$ cat src/rtl/c880_bist_pkg.sv
// Shared widths, polynomial tap masks and FSM states for the c880 BIST controller.
package c880_bist_pkg;

   localparam int PI_W = 60;
   localparam int PO_W = 26;

   // Feedback masks: a set bit means that register bit feeds the XOR into bit 0.
   localparam logic [PI_W-1:0] LFSR_TAPS = 60'hC00_0000_0000_0000;  // x^60+x^59+1
   localparam logic [PO_W-1:0] MISR_TAPS = 26'h200_0023;             // x^26+x^6+x^2+x+1

   typedef enum logic [1:0] {
      ST_IDLE = 2'd0,
      ST_RUN  = 2'd1,
      ST_DONE = 2'd2
   } bist_state_t;

endpackage

$ cat src/rtl/c880_misr.sv
// Multiple-input signature register: shift with polynomial feedback, XOR in the response word.
module c880_misr #(
   parameter int          W    = 26,
   parameter logic [W-1:0] TAPS = '0
) (
   input  logic         clk,
   input  logic         rst,
   input  logic         en,
   input  logic         clr,
   input  logic [W-1:0] resp_in,
   output logic [W-1:0] sig,
   output logic [W-1:0] sig_next
);

   always_comb begin
      sig_next = {sig[W-2:0], ^(sig & TAPS)} ^ resp_in;
   end

   always_ff @(posedge clk) begin
      if (rst || clr) begin
         sig <= '0;
      end else if (en) begin
         sig <= sig_next;
      end
   end

endmodule

$ cat src/rtl/c880_bist_ctrl.sv
// BIST controller around the c880 netlist: LFSR patterns out, MISR-compacted responses in,
// signature compared to GOLDEN after PATTERNS absorptions.
module c880_bist_ctrl
   import c880_bist_pkg::*;
#(
   parameter int              PATTERNS = 1024,
   parameter logic [PI_W-1:0] SEED     = 60'h1,
   parameter logic [PO_W-1:0] GOLDEN   = 26'h0
) (
   input  logic                            clk,
   input  logic                            rst,
   input  logic                            start,
   output logic                            busy,
   output logic                            done,
   output logic                            pass,
   output logic [PI_W-1:0]                 pat_out,
   input  logic [PO_W-1:0]                 resp_in,
   output logic [PO_W-1:0]                 signature,
   output logic [$clog2(PATTERNS+1)-1:0]   count
);

   localparam int CW = $clog2(PATTERNS+1);
   localparam logic [CW-1:0] LAST = CW'(PATTERNS - 1);

   if (SEED == '0) begin : g_bad_seed
      $error("c880_bist_ctrl: SEED must be non-zero");
   end

   bist_state_t     state;
   logic            launch;
   logic [PO_W-1:0] sig_next;

   assign busy   = (state == ST_RUN);
   assign launch = start && (state != ST_RUN);

   c880_misr #(
      .W    (PO_W),
      .TAPS (MISR_TAPS)
   ) u_misr (
      .clk      (clk),
      .rst      (rst),
      .en       (busy),
      .clr      (launch),
      .resp_in  (resp_in),
      .sig      (signature),
      .sig_next (sig_next)
   );

   always_ff @(posedge clk) begin
      if (rst) begin
         state   <= ST_IDLE;
         pat_out <= '0;
         count   <= '0;
         done    <= 1'b0;
         pass    <= 1'b0;
      end else begin
         case (state)
            ST_IDLE, ST_DONE: begin
               if (start) begin
                  state   <= ST_RUN;
                  pat_out <= SEED;
                  count   <= '0;
                  done    <= 1'b0;
                  pass    <= 1'b0;
               end
            end
            ST_RUN: begin
               pat_out <= {pat_out[PI_W-2:0], ^(pat_out & LFSR_TAPS)};
               count   <= count + CW'(1);
               // Final absorption: judge the signature being written on this same edge.
               if (count == LAST) begin
                  state <= ST_DONE;
                  done  <= 1'b1;
                  pass  <= (sig_next == GOLDEN);
               end
            end
            default: state <= ST_IDLE;
         endcase
      end
   end

endmodule

$ cat config.mk
export PLATFORM = sky130hd
export DESIGN_NAME = c880_bist_ctrl
export DESIGN_NICKNAME = d
export VERILOG_FILES = /design/src/rtl/c880_bist_pkg.sv /design/src/rtl/c880_misr.sv /design/src/rtl/c880_bist_ctrl.sv
export SDC_FILE = /design/constraint.sdc
export NUM_CORES = 1
export LEC_CHECK = 0
export CAP_MARGIN = 30
export CELL_PAD_IN_SITES_DETAIL_PLACEMENT = 0
export CELL_PAD_IN_SITES_GLOBAL_PLACEMENT = 1
export CORE_UTILIZATION = 30
export CTS_CLUSTER_SIZE = 20
export DETAILED_ROUTE_END_ITERATION = 7
export GPL_TIMING_DRIVEN = 0
export PLACE_DENSITY = 0.82
export SYNTH_ARGS = -nofsm -noshare
export SYNTH_HDL_FRONTEND = slang
export SYNTH_SLANG_ARGS = --single-unit
$ cat constraint.sdc
create_clock -name clk -period 1.5 [get_ports clk]
set_input_delay 0.45 -clock clk [delete_from_list [all_inputs] [get_ports clk]]
set_output_delay 0.45 -clock clk [all_outputs]
set_load 0.02 [all_outputs]
======== Word-level counts from Yosys, hierarchy flattened ========
Cells that the tools add are included.
word-level totals
  flip-flop bits (word level) ............. 101
  input bits .............................. 29
operators by class
  add/subtract/negate cells ............... 1
  equal/unequal tests ..................... 6
  multiplexer cells ....................... 12
  bitwise logic cells ..................... 1
  reductions and logical operators ........ 11
operators with widths
  kind                                                   count
  one-hot mux 60 bit (2 select lines)                    1
  two-way mux 60 bit                                     1
  XOR reduction 60 bit                                   1
  logical NOT 26 bit                                     1
  XOR reduction 26 bit                                   1
  bitwise XOR 26 bit                                     1
  one-hot mux 11 bit (2 select lines)                    1
  adder 11 x 1 -> 11 bit, second input constant          1
  equality test 11 x 10 -> 1 bit, second input constant  1
  two-way mux 11 bit                                     1
  two-way mux 2 bit                                      2
  != test 2 x 1 -> 1 bit, second input constant          2
  one-hot mux 1 bit (2 select lines)                     2
  one-hot mux 2 bit (2 select lines)                     1
  AND reduction 2 bit                                    2
  two-way mux 1 bit                                      3
  AND reduction 3 bit                                    1
  equality test 2 x 1 -> 1 bit, second input constant    1
  equality test 2 bit, second input constant             1
  logical NOT 2 bit                                      1
  != test 2 bit, second input constant                   1
  nonzero test 2 bit                                     1
  OR reduction 2 bit                                     1
  logical AND 1 bit                                      1
  logical OR 1 bit                                       1

======== Depth between registers and ports, before layout ========
Gate-level depths: netlist of run 1.
  word-level depth ........................ 5
  depth in mapped cells ................... 6
  gate-level depth less buffers ........... 6

======== Cells and area by module ========
From an unflattened synthesis of run 1, not the netlist that was laid out.
unflattened totals
  cell total of the unflattened synthesis .. 438
  area, all modules ....................... 3890.0 um^2
by module, submodules not included
  module          times used  cells an instance  area each (um^2)
  c880_bist_ctrl  1           295                2741.4
  c880_misr       1           143                1148.6

======== Worst setup path after synthesis of run 1 ========
No wires, ideal clock.
  path type ............................... register to register
  start point ............................. register count[0]
  end point ............................... register pass
  data arrival time ....................... 1.461 ns
  data required time ...................... 1.375 ns
  slack ................................... -0.085 ns
  stages on the path, launching flop included .. 6
  cell sequence ........................... dfxtp_1 > ha_1 > nand3_4 > or3_4 > nand4b_1 > o31ai_2
between the ends
  longest elaborated chain between the ends .. 3
RTL lines
  what                                     RTL line              text
  from (decl)                              c880_bist_ctrl.sv:19  output logic [$clog2(PATTERNS+1)-1:0] count
  from (signal assigned)                   c880_bist_ctrl.sv:69  count <= count + CW'(1);
  equality test 11 x 10 -> 1 bit           c880_bist_ctrl.sv:71  if (count == LAST) begin
  != test 2 x 1 -> 1 bit (no source line)  -
  AND reduction 3 bit (no source line)     -
  to (signal assigned)                     c880_bist_ctrl.sv:74  pass <= (sig_next == GOLDEN);
  to (decl)                                c880_bist_ctrl.sv:15  output logic pass,
No other way between the ends.
A chain may end at the register's enable or synchronous reset.

======== Worst setup path in the final report of run 1 ========
  start point ............................. register state[1]
  end point ............................... output port busy
between the ends
  longest elaborated chain between the ends .. 1
RTL lines
  what                          RTL line              text
  from (decl)                   c880_bist_ctrl.sv:29  bist_state_t state;
  from (signal assigned)        c880_bist_ctrl.sv:51  state <= ST_IDLE;
  from (signal assigned)        c880_bist_ctrl.sv:60  state <= ST_RUN;
  from (signal assigned)        c880_bist_ctrl.sv:72  state <= ST_DONE;
  equality test 2 x 1 -> 1 bit  c880_bist_ctrl.sv:33  assign busy = (state == ST_RUN);
  to (decl)                     c880_bist_ctrl.sv:13  output logic busy,
No other way between the ends.

==> results.json, run 1 <==
{
  "setup.worst_path.start_class": "flop",
  "yosys.cell_types.count": 38,
  "grt_pass1_vias": 3185,
  "synth_seq_area_share_pct": 52.4,
  "hpwl_mm": 7.23,
  "vdd_drop_max_mv": 0.610,
  "leakage_nw": 2.10,
  "ant_nets": 0,
  "clockBufferDepth": 2,
  "synth_area_um2": 3860,
  "clock_sinks": 101,
  "status": "finished, violations left",
  "synth_edf_count": 0,
  "pin_count": 129,
  "cp.arrival_ns": 1.09,
  "die_x_um": 115,
  "fin_skew_ns": 0.00484,
  "dieHeight_um": 115,
  "yosys_warnings": 0,
  "drtIter0Drc": 182,
  "setup.worst_path.end_class": "output port",
  "cts-hold-fix-buffers": 0,
  "finalHoldViolations": 0,
  "syn_avg_cell_area_um2": 9.50,
  "start_util_pct": 30.7,
  "path_buf_inv": 3,
  "fmax_mhz": 647,
  "area_growth_pct": 42.1,
  "worst_pin_slew_ns": 0.420,
  "drc": 0,
  "tns_ns": -0.0648,
  "period_needed_ns": 1.54,
  "coreArea_um2": 12600,
  "grt_overflow": 0,
  "worst_slack_ns": -0.0447,
  "hold_ws_ns": 0.455,
  "grt_max_degree": 17,
  "relSlewSlack_pct": 72.0,
  "drt-vias-per-instance": 4.80,
  "synth-seq-cells": 101,
  "yosysTopAreaCellShare_pct": 52.4,
  "clk_latency_ns": 0.34,
  "syn_nets": 436,
  "drt_pass1_iterations": 5,
  "grt_pass1_wl_mm": 16.1,
  "hold_path.class": "flop to flop",
  "highest_layer": "met4",
  "met2_length_mm": 4.75,
  "htreeDepth": 3,
  "gp_congestion": 0.759,
  "route.vias.total": 3487,
  "power_density_nw_per_um2": 1100,
  "wl_met1_mm": 4.77,
  "die_area_um2": 13300,
  "cpMaxStageDelayCell": "dfxtp_2",
  "routed-wl-met3_um": 670,
  "synth_common_cells": "dfxtp_1, nor2_1, a22oi_1, xnor2_1, a211oi_1",
  "synth_area_leader_cell": "dfxtp_1",
  "cap_violations": 0,
  "cp_cell_sequence": "nand2b_4 > inv_8 > buf_12 > buf_8",
  "ctsRootBufferMaster": "clkbuf_16",
  "yosys-top-cells-area": "dfxtp_1, a22oi_1, nor2_1, xnor2_1, a211oi_1",
  "drive_gt1_share_pct": 30.0,
  "synth_flop_cell": "dfxtp_1",
  "critPathMaxFanout": 6,
  "portBuffers": 128,
  "cts.reportedPaths.clkPinSlew_ns": 0.07,
  "async_flop_share_pct": 0,
  "rsz0062_at_grt": "true",
  "synthCells": 406,
  "violations": "setup timing",
  "final_nets": 580,
  "finalMaxSlewViolations": 0,
  "numCtsBuffers": 9,
  "worstSetupPathType": "flop to output port",
  "crit_family": "flip-flops",
  "synth_most_common_cell": "dfxtp_1",
  "wl_per_cell_um": 14.2,
  "setup_viol": 2,
  "wirelength_mm": 10.3,
  "slowest_delay_ns": 0.32,
  "antenna_found_initial": 0,
  "required_ns": 1.05,
  "cts_tree": "yes",
  "fin_crit_sh_pct": 103,
  "grt.total_usage_pct": 15.7,
  "diodes": 0,
  "fp-row-count": 41
}
## metal layers
layer / vias up / track usage, %
li1: 1732 / -
met1: 1654 / 20.1
met2: 90 / 24.6
met3: 11 / 5.01
met4: 0 / 5.45
met5: - / 0
## layout make-up
class / count / area (µm²)
timing repair buffer: 136 / 996
fill: 1277 / 7090
clock inverter: 5 / 83.8
clock buffer: 10 / 239
buffer: 28 / 175
multi-input combinational: 272 / 1720
sequential: 101 / 2040
tap: 172 / 215
inverter: 2 / 15.0
## cell usage in the layout (no fill, tap or decap), types with 5 or more instances in the layout
cell type / count
nor2_1: 94
dfxtp_1: 89
clkbuf_2: 70
a22oi_1: 58
xnor2_1: 28
clkdlybuf4s50_1: 27
a211oi_1: 26
buf_2: 19
clkdlybuf4s15_2: 15
dfxtp_2: 12
buf_4: 11
nand2_1: 11
a21oi_1: 10
clkbuf_16: 9
clkdlybuf4s15_1: 9
nand4_1: 8
o211ai_1: 5
clkbuf_1: 5
## where the power goes
| part | leakage (nW) | internal, mW | switching [mW] |
|---|---|---|---|
| sequential | 0.823 | 2.74 | 0.0556 |
| combinational | 1.12 | 0.316 | 0.431 |
| clock | 0.151 | 1.50 | 0.992 |
| total | 2.10 | 4.56 | 1.48 |
## flip-flops by register name, summed over array words and instances, names as in the netlist
register and flops:
pat_out 60, u_misr.sig 26, pass 1, state 2
done 1, count 11
## worst paths after layout
kind / startpoint / endpoint / slack [ns] / cells past startpoint
min: done / done / 0.46 / 2
max reg2reg: state[1] / pass / -0.01 / 7
max: state[1] / busy / -0.04 / 4
min reg2reg: done / done / 0.46 / 2
## worst reg2reg max path: cells and delay by family (launching register included)
| kind | cells | cell delay, ns |
|---|---|---|
| simple gates | 4 | 0.79 |
| flops | 1 | 0.32 |
| buf+inv | 2 | 0.22 |
| compound gates | 1 | 0.07 |
## cell families (layout without fill, tap and decap cells)
family	count (synthesis)	after routing	share of synthesized area (%)
AND/OR/NAND/NOR	132	132	15.4
AO/OA/AOI/OAI	107	107	20.4
flip-flops	101	101	52.4
buffers and inverters	33	181	4.12
XOR/XNOR	30	30	6.81
multiplexers	2	2	0.584
adder cells (fa/ha/maj)	1	1	0.324
## per-stage QoR
stage               instances  util [%]  total power [mW]  worst slack, ns  instance area (µm²)
finish                    726      43.6              6.04          -0.0447                 5480
global route              726      43.6              6.32          -0.0844                 5480
CTS                       721      45.7              6.12           -0.244                 5740
detailed placement        706      42.6              3.58           -0.731                 5360
global placement          706      42.6              3.57           -0.708                 5360
floorplan                 406         -              3.27          -0.0462                 3860
## what timing repair did
| item | in CTS | in global routing |
|---|---|---|
| setup buffers | 2 | 6 |
| resized for setup | 255 | 104 |
| endpoints found under the setup margin | 186 | 159 |
| pin swaps | 1 | 4 |
No activity file was read; power rests on OpenSTA's default activity.
==> run 2: changes to the inputs <==
==> config.mk (replaced) <==
export PLATFORM = sky130hd
export DESIGN_NAME = c880_bist_ctrl
export DESIGN_NICKNAME = d
export VERILOG_FILES = /design/src/rtl/c880_bist_pkg.sv /design/src/rtl/c880_misr.sv /design/src/rtl/c880_bist_ctrl.sv
export SDC_FILE = /design/constraint.sdc
export NUM_CORES = 1
export LEC_CHECK = 0
export ABC_CLOCK_PERIOD_IN_PS = 1500
export CAP_MARGIN = 30
export CORE_UTILIZATION = 41
export CTS_CLUSTER_SIZE = 20
export DETAILED_ROUTE_END_ITERATION = 7
export GPL_TIMING_DRIVEN = 0
export PLACE_DENSITY = 0.83
export SYNTH_ARGS = -nofsm -noshare
export SYNTH_HDL_FRONTEND = slang
export SYNTH_SLANG_ARGS = --single-unit
==> results.json, run 2 (synthesis gave the netlist of run 1 again) <==
{
  "status": "finished, violations left",
  "violations": "setup timing",
  "cts_tree": "yes",
  "required_ns": 1.05,
  "fillers": 830,
  "regMostFlops": "pat_out",
  "cts-hold-fix-buffers": 0,
  "hold_path.class": "flop to flop",
  "cap_violations": 0,
  "htreeDepth": 3,
  "place_inst": 645,
  "antenna_found_initial": 0,
  "drt_pass1_iterations": 4,
  "setup.worst_path.end_class": "output port",
  "tns_ns": -0.254,
  "fin_skew_ns": 0.0138,
  "setup.worst_path.start_class": "flop",
  "cts.reportedPaths.clkPinSlew_ns": 0.09,
  "gp_congestion": 0.812,
  "period_needed_ns": 1.66,
  "ant_nets": 0,
  "largest_reg_flops": 60,
  "area_growth_pct": 39.0,
  "finalHoldViolations": 0,
  "dieHeight_um": 99.0,
  "wl_per_cell_um": 15.8,
  "cp.arrival_ns": 1.21,
  "ctsRootBufferMaster": "clkbuf_8",
  "dpl_cell_area_um2": 5280,
  "reg_top3": "pat_out: 60 flops, u_misr.sig: 26 flops, count: 11 flops",
  "layout_commonest_cell": "nor2_1",
  "clk_latency_ns": 0.36,
  "die_x_um": 99.0,
  "critPathMaxFanout": 2,
  "drt-vias-per-instance": 5.32,
  "drive_gt1_share_pct": 36.0,
  "numCtsBuffers": 9,
  "portBuffers": 128,
  "setup_viol": 3,
  "grt_pass1_wl_mm": 16.8,
  "power_density_nw_per_um2": 965,
  "coreArea_um2": 9200,
  "finish.utilization_pct": 58.3,
  "stdcell_area_um2": 5360,
  "worst_slack_ns": -0.164,
  "fin_cells": 664,
  "fin_crit_sh_pct": 111,
  "drtIter0Drc": 125,
  "start_util_pct": 41.9,
  "vdd_drop_max_mv": 0.539,
  "wirelength_mm": 10.5,
  "clock_sinks": 101,
  "final_nets": 579,
  "rsz0062_at_grt": "true",
  "finalMaxSlewViolations": 0,
  "pin_count": 129,
  "dp_slack_ns": -0.716,
  "relSlewSlack_pct": 71.3,
  "leakage_nw": 2.04,
  "route.vias.total": 3530,
  "worst_pin_slew_ns": 0.430,
  "layout_common_cells": "nor2_1, dfxtp_1, a22oi_1",
  "diodes": 0,
  "hpwl_mm": 7.30,
  "fp-row-count": 35,
  "fmax_mhz": 601,
  "grt_pass1_vias": 3435,
  "worstSetupPathType": "flop to output port",
  "drc": 0,
  "grt_max_degree": 16,
  "die_area_um2": 9800,
  "grt.total_usage_pct": 21.7,
  "grt_overflow": 0,
  "clockBufferDepth": 2
}
run 2: final cells by class:
class | instances | area, µm² | area share [%]
Clock inverter | 4 | 50.0 | 0.934
Timing Repair Buffer | 134 | 1070 | 20.0
Clock buffer | 11 | 131 | 2.45
Buffer | 29 | 184 | 3.43
Tap cell | 111 | 139 | 2.59
Inverter | 2 | 15.0 | 0.280
Multi-Input combinational cell | 272 | 1690 | 31.6
Sequential cell | 101 | 2080 | 38.7
run 2: final timing paths:
| path | start | end | depth (start not counted) | slack (ns) |
|---|---|---|---|---|
| setup / recovery | state[1] | busy | 5 | -0.16 |
| hold / removal | done | done | 2 | 0.46 |
| setup reg to reg | state[1] | pass | 7 | -0.09 |
| hold reg to reg | done | done | 2 | 0.46 |
run 2: through the flow:
step                hold slack (ns)  total power, mW
finish                        0.456             5.17
global route                  0.506             5.43
detailed placement            0.446             3.57
global placement              0.449             3.56
floorplan                     0.434             3.27
CTS                           0.459             5.23
run 2: worst max-delay path, stage by stage (launching register included):
cell and delay [ns]:
dfxtp_2 0.34, nand2b_4 0.15, inv_8 0.04, buf_8 0.11, buf_8 0.11, buf_6 0.12
run 2: what timing repair did:
action                     in CTS  in global routing
setup endpoints to repair     186                142
hold endpoints to repair        0                  0
gates resized for setup       326                102
setup buffers                   4                  2
pin swaps                       1                  3
run 2: layer usage:
metal	global-route usage (%)	up-vias	part of all wire, %
met1	25.9	1684	44
met3	6.67	5	5.7
met2	38.2	113	50
met5	0	-	0
met4	5.17	0	0.53
li1	-	1728	-
run 2: power by group:
| part | switching, mW | internal [mW] | total (mW) |
|---|---|---|---|
| Combinational | 0.431 | 0.310 | 0.740 |
| Sequential | 0.0555 | 2.74 | 2.79 |
| Clock | 0.880 | 0.762 | 1.64 |
| Total | 1.37 | 3.81 | 5.17 |
==> run 3: changes to the inputs <==
--- a/config.mk
+++ b/config.mk
@@ -11,6 +11,7 @@
 export CTS_CLUSTER_SIZE = 20
 export DETAILED_ROUTE_END_ITERATION = 7
 export GPL_TIMING_DRIVEN = 0
+export HOLD_SLACK_MARGIN = 0.12
 export PLACE_DENSITY = 0.83
 export SYNTH_ARGS = -nofsm -noshare
 export SYNTH_HDL_FRONTEND = slang
==> results of run 3 <==
Same layout as run 2: the final DEF is identical, and so are final timing and power.
